[config.mk]
export PLATFORM = sky130hd
export DESIGN_NAME = pc_sequencer
export DESIGN_NICKNAME = d
export VERILOG_FILES = /design/src/rtl/pc_sequencer.sv
export SDC_FILE = /design/constraint.sdc
export NUM_CORES = 1
export LEC_CHECK = 0
export CORE_MARGIN = 3
export CORE_UTILIZATION = 40
export CTS_CLUSTER_SIZE = 10
export DETAILED_ROUTE_END_ITERATION = 10
export GPL_ROUTABILITY_DRIVEN = 0
export PLACE_DENSITY = 0.7
export SLEW_MARGIN = 25
export SYNTH_ARGS = -nofsm -noshare
export SYNTH_HDL_FRONTEND = slang
export SYNTH_SLANG_ARGS = --single-unit
export TNS_END_PERCENT = 50
[constraint.sdc]
create_clock -name clk -period 4.45 [get_ports clk]
set_input_delay 0.89 -clock clk [delete_from_list [all_inputs] [get_ports clk]]
set_output_delay 0.89 -clock clk [all_outputs]
set_load 0.005 [all_outputs]
[src/rtl/pc_sequencer.sv]
// Program-counter sequencer: picks the next fetch address from increment, branch,
// jump, trap entry and trap return, with stall, halt/resume and a registered flush pulse.
module pc_sequencer #(
    parameter int unsigned           WIDTH       = 32,
    parameter logic [WIDTH-1:0]      RESET_PC    = '0,
    parameter logic [WIDTH-1:0]      TRAP_VECTOR = WIDTH'(16)
) (
    input  logic             clk,
    input  logic             rst,
    input  logic             stall,
    input  logic             branch_taken,
    input  logic [WIDTH-1:0] branch_target,
    input  logic             jump,
    input  logic [WIDTH-1:0] jump_target,
    input  logic             trap_req,
    input  logic             eret,
    input  logic             halt,
    input  logic             resume,
    output logic [WIDTH-1:0] pc_out,
    output logic             flush,
    output logic [WIDTH-1:0] epc,
    output logic             in_trap,
    output logic             halted
);

    typedef enum logic {
        ST_RUN,
        ST_HALTED
    } state_t;

    state_t           state_q, state_d;
    logic [WIDTH-1:0] pc_q, pc_d;
    logic [WIDTH-1:0] epc_q, epc_d;
    logic             in_trap_q, in_trap_d;
    logic             flush_q, flush_d;
    logic [WIDTH-1:0] pc_inc;
    logic             trap_ok;

    // Increment wraps naturally at WIDTH bits; epc capture uses the same value.
    assign pc_inc  = pc_q + WIDTH'(1);
    assign trap_ok = trap_req & ~in_trap_q;

    always_ff @(posedge clk) begin
        if (rst) begin
            state_q   <= ST_RUN;
            pc_q      <= RESET_PC;
            epc_q     <= '0;
            in_trap_q <= 1'b0;
            flush_q   <= 1'b0;
        end else begin
            state_q   <= state_d;
            pc_q      <= pc_d;
            epc_q     <= epc_d;
            in_trap_q <= in_trap_d;
            flush_q   <= flush_d;
        end
    end

    always_comb begin
        state_d   = state_q;
        pc_d      = pc_q;
        epc_d     = epc_q;
        in_trap_d = in_trap_q;
        flush_d   = 1'b0;
        unique case (state_q)
            ST_RUN: begin
                // Ignored trap/eret fall through to the next priority level.
                if (trap_ok) begin
                    epc_d     = pc_inc;
                    pc_d      = TRAP_VECTOR;
                    in_trap_d = 1'b1;
                    flush_d   = 1'b1;
                end else if (eret && in_trap_q) begin
                    pc_d      = epc_q;
                    in_trap_d = 1'b0;
                    flush_d   = 1'b1;
                end else if (jump) begin
                    pc_d    = jump_target;
                    flush_d = 1'b1;
                end else if (branch_taken) begin
                    pc_d    = branch_target;
                    flush_d = 1'b1;
                end else if (halt) begin
                    state_d = ST_HALTED;
                end else if (!stall) begin
                    pc_d = pc_inc;
                end
            end
            ST_HALTED: begin
                if (trap_ok) begin
                    epc_d     = pc_inc;
                    pc_d      = TRAP_VECTOR;
                    in_trap_d = 1'b1;
                    flush_d   = 1'b1;
                    state_d   = ST_RUN;
                end else if (resume) begin
                    pc_d    = pc_inc;
                    state_d = ST_RUN;
                end
            end
            default: state_d = ST_RUN;
        endcase
    end

    always_comb begin
        pc_out  = pc_q;
        epc     = epc_q;
        in_trap = in_trap_q;
        flush   = flush_q;
        halted  = (state_q == ST_HALTED);
    end

endmodule

==> impl_metrics.yaml <==
global_routing:
  global_route_wire_length_before_repair_mm: 28.0
  number_of_antenna_violations_at_the_first_check_in_global_routing: 0
  globalRouteOverflowTotal: 0
  grt_start_max_net_pins: 37
  global_route.usage.met1_pct: 36.2
  track_usage_pct: 27.1
  gr-usage-met2_pct: 43.0
  globalRoute.busiestLayer: "met2"
  vias_in_the_first_global_route: 5208
  met3_global_route_usage_pct: 5.73
run:
  drv_cap: 0
cells_and_area:
  area_growth_syn_to_layout_pct: 36.6
  nets: 785
  diodes: 0
  drive_gt1_share_pct: 6.71
  cell_area_after_layout_sq_um: 6360
setup_path:
  worst-path-max-fanout: 23
  crit_required_ps: 4680
  cp_num_cells: 7
  crit_buf_inv: 2
  crit_path_top_delay_cell: "nor2_1"
  worst-setup-path-type: "input pin to register"
  reg2regPathDepth: 6
  critical_path.top_delay_family: "compound AO/OA/AOI/OAI gates"
  critPathMaxStageDelay_ps: 680
  start_kind: "input pin"
  worstPathArrival_ps: 3350
  worstSetupEndpointType: "register"
  crit_path_cell_trace: "clkdlybuf4s50_1 > buf_4 > nor2_1 > o21ai_0 > a2111oi_2 > a22oi_1 > o32ai_1"
power:
  p_per_cell_area_nw_per_um2: 306
  clock_power_share_pct: 37.3
  switching_power_uw: 577
  power.ir.vdd_worst_mv: 0.160
  seqPwrFrac_pct: 38.2
  gate_power_share_pct: 24.5
  total_leakage_power_nw: 2.28
  power_switching_share_pct: 29.6
  p_int_mw: 1.37
yosys:
  yosys.area_share.simple_pct: 25.0
  yosys_register_bits: 67
  synth_fa_ha_area_share_pct: 0.269
  ys_seq_area_share_pct: 28.8
  synthesis.yosys.warnings: 0
  netlist-cell-type-count: 74
  mapped_cell_area_sq_um: 4660
  synth_compound_area_share_pct: 33.0
  synthesis.instances: 608
  synth_ff_type: "dfxtp_1"
  largest_family_of_logic_cells_by_synthesized_area: "compound AO/OA/AOI/OAI gates"
  synth_async_reset_ratio_pct: 0
  synth.avg_cell_area_sq_um: 7.66
  post_synth_mux_area_share_pct: 1.37
  synth.net_count: 682
  synth_xor_xnor_area_share_pct: 4.89
  count_of_flip_flops_with_a_built_in_enable_after_synthesis: 0
die:
  dieArea_sq_um: 13000
  placementRows: 38
  die_h_um: 114
  floorplan.initialDensity_pct: 41.8
  die_w_um: 114
  i_o_pin_total: 140
  placeableCoreArea_sq_um: 11100
detailed_routing:
  num_vias: 5380
  drt_wl_total_mm: 17.9
  routedWlPerCell_um: 20.9
  dr.first_iter.drc_count: 528
  route.detailed.vias_per_inst: 6.29
  detail_route.drc_violations: 0
  dr.pass1.iters: 5
  ant_nets: 0
cts:
  clockBufferDepth: 2
  clk_latency_ps: 330
  cts_repair_resize_count: 0
  cts.hold.buffers_added: 0
  cts_root_buffer: "clkbuf_16"
  clkTransAtPathRegs_ps: 60
  cts_htree_levels: 3
  cts_tree: "done"
  numClockSinks: 67
  numCtsBuffers: 9
  postCtsSetupRepairBufs: 0
place:
  port-buffer-count: 139
  place_ws_ps: 1000
  detailed_place_hpwl_mm: 12.2
  placed_cell_area_sq_um: 6060
sta:
  report.final.setup_viol: 0
  timing.clock.skew_ps: 8.88
  maxSlewViolCount: 0
  timing.final.crit_share_pct: 70.1
  max_freq_mhz: 320
  transition_time_at_the_pin_with_the_least_slew_margin_ps: 989
  slack_of_the_critical_path_ps: 1330
  setup_repair_after_global_routing_missed_its_margin: "false"
  timing.slew.headroom_pct: 33.8
  fin_tns_setup_ps: 0
  report.final.hold_viol_count: 0
  finalWorstPathRequiredPeriod_ps: 3120
run_status:
  run_status: "completed"
hold_path:
  hold_path_depth: 2
  hold_class: "register to register"
## kinds of logic after synthesis
family,Yosys count
mux,6
buf+inv,71
fa+ha+maj,1
flops,67
simple gates,218
compound gates,219
xor+xnor,26
## routing by layer
| metal | vias to the layer above | wire length [um] |
|---|---|---|
| met5 | - | 0 |
| met4 | 0 | 381 |
| met3 | 39 | 1900 |
| met2 | 332 | 8230 |
| met1 | 2514 | 7360 |
| li1 | 2495 | - |
## cells in the final DEF, fill, tap and decap left out, types with 4 or more instances in the layout
cell type,synthesis,routed
o21ai_0,43,43
nor2b_1,7,6
o21ai_1,5,5
inv_1,10,10
buf_4,3,14
a221oi_1,6,6
o31ai_1,4,4
xor2_1,13,13
a211oi_1,18,18
a31oi_1,7,7
o32ai_1,5,5
a211o_1,5,5
a22oi_1,8,8
o211a_1,5,5
nor3_1,16,16
a311o_1,5,5
and3_1,12,12
clkbuf_16,0,9
nand2_1,61,60
o211ai_1,12,12
xnor2_1,13,13
o221ai_1,9,9
nand3_1,22,22
nand2b_1,5,5
a21oi_1,43,43
clkdlybuf4s50_1,0,139
nand4_1,9,9
nor3b_1,4,4
dfxtp_1,67,67
a221o_1,4,4
o31a_1,4,4
nor2_1,54,54
o22ai_1,9,9
## final timing paths
check,end,slack [ps],startpoint
hold reg to reg,epc[1],490,epc[1]
setup reg to reg,pc_out[20],1390,pc_out[0]
hold / removal,epc[1],490,epc[1]
setup / recovery,pc_out[9],1330,jump
## metrics by stage
stage / utilization [%] / total power, mW / hold slack [ps] / instances
2_1_floorplan: - / 0.970 / 466 / 608
3_3_place_gp: 54.5 / 1.21 / 474 / 840
3_5_place_dp: 54.5 / 1.22 / 486 / 840
4_1_cts: 57.1 / 1.94 / 498 / 855
5_1_grt: 57.2 / 2.02 / 509 / 855
6_report: 57.2 / 1.95 / 492 / 855
## power by group through the flow
stage | logic, mW | registers (mW) | clock network, mW
after floorplan | 0.247 | 0.723 | 0
after global placement | 0.461 | 0.751 | 0
after detailed placement | 0.469 | 0.753 | 0
after CTS | 0.474 | 0.741 | 0.729
after global routing | 0.517 | 0.752 | 0.752
final | 0.477 | 0.743 | 0.728
## worst register-to-register path, stage by stage (launching register included)
cell and delay (ps):
dfxtp_1 540, ha_1 310, nand3_1 490, nor4_4 780
and3_1 360, o211ai_1 100, a311o_1 370
## synth_stat cells (all sizes together), types with 5 or more instances
master  instances  area (sq um)
nand2          61           229
o211ai         12          90.1
buf            32           160
a31oi           7          43.8
nor3           18           100
o22ai           9          56.3
nor4            7          86.3
nor2b           7          43.8
dfxtp          67          1340
a22oi           8          60.1
nand3          22           110
a211oi         18           135
xnor2          13           114
o21ai          48           240
o221ai          9          78.8
o32ai           5          43.8
nor2           54           203
a21oi          43           215
clkbuf         29           113
nand2b          5          31.3
a311o           5          50.1
a211o           5          43.8
xor2           13           114
a221oi          6          52.6
inv            10          37.5
o211a           5          50.1
nand4          13           133
and3           12          75.1
## layout make-up
cell class                      instances  area, sq um
Fill cell                            1080         4770
Multi-Input combinational cell        470         3010
Timing Repair Buffer                  153         1500
Sequential cell                        67         1340
Clock buffer                           13          260
Tap cell                              140          175
Inverter                               10         37.5
Clock inverter                          2         35.0
## registers in the layout, indices dropped and copies added (netlist names)
register / cells
epc: 32
flush: 1
halted: 1
in_trap: 1
pc_out: 32
Note: power is estimated with default switching activity, not from simulation.
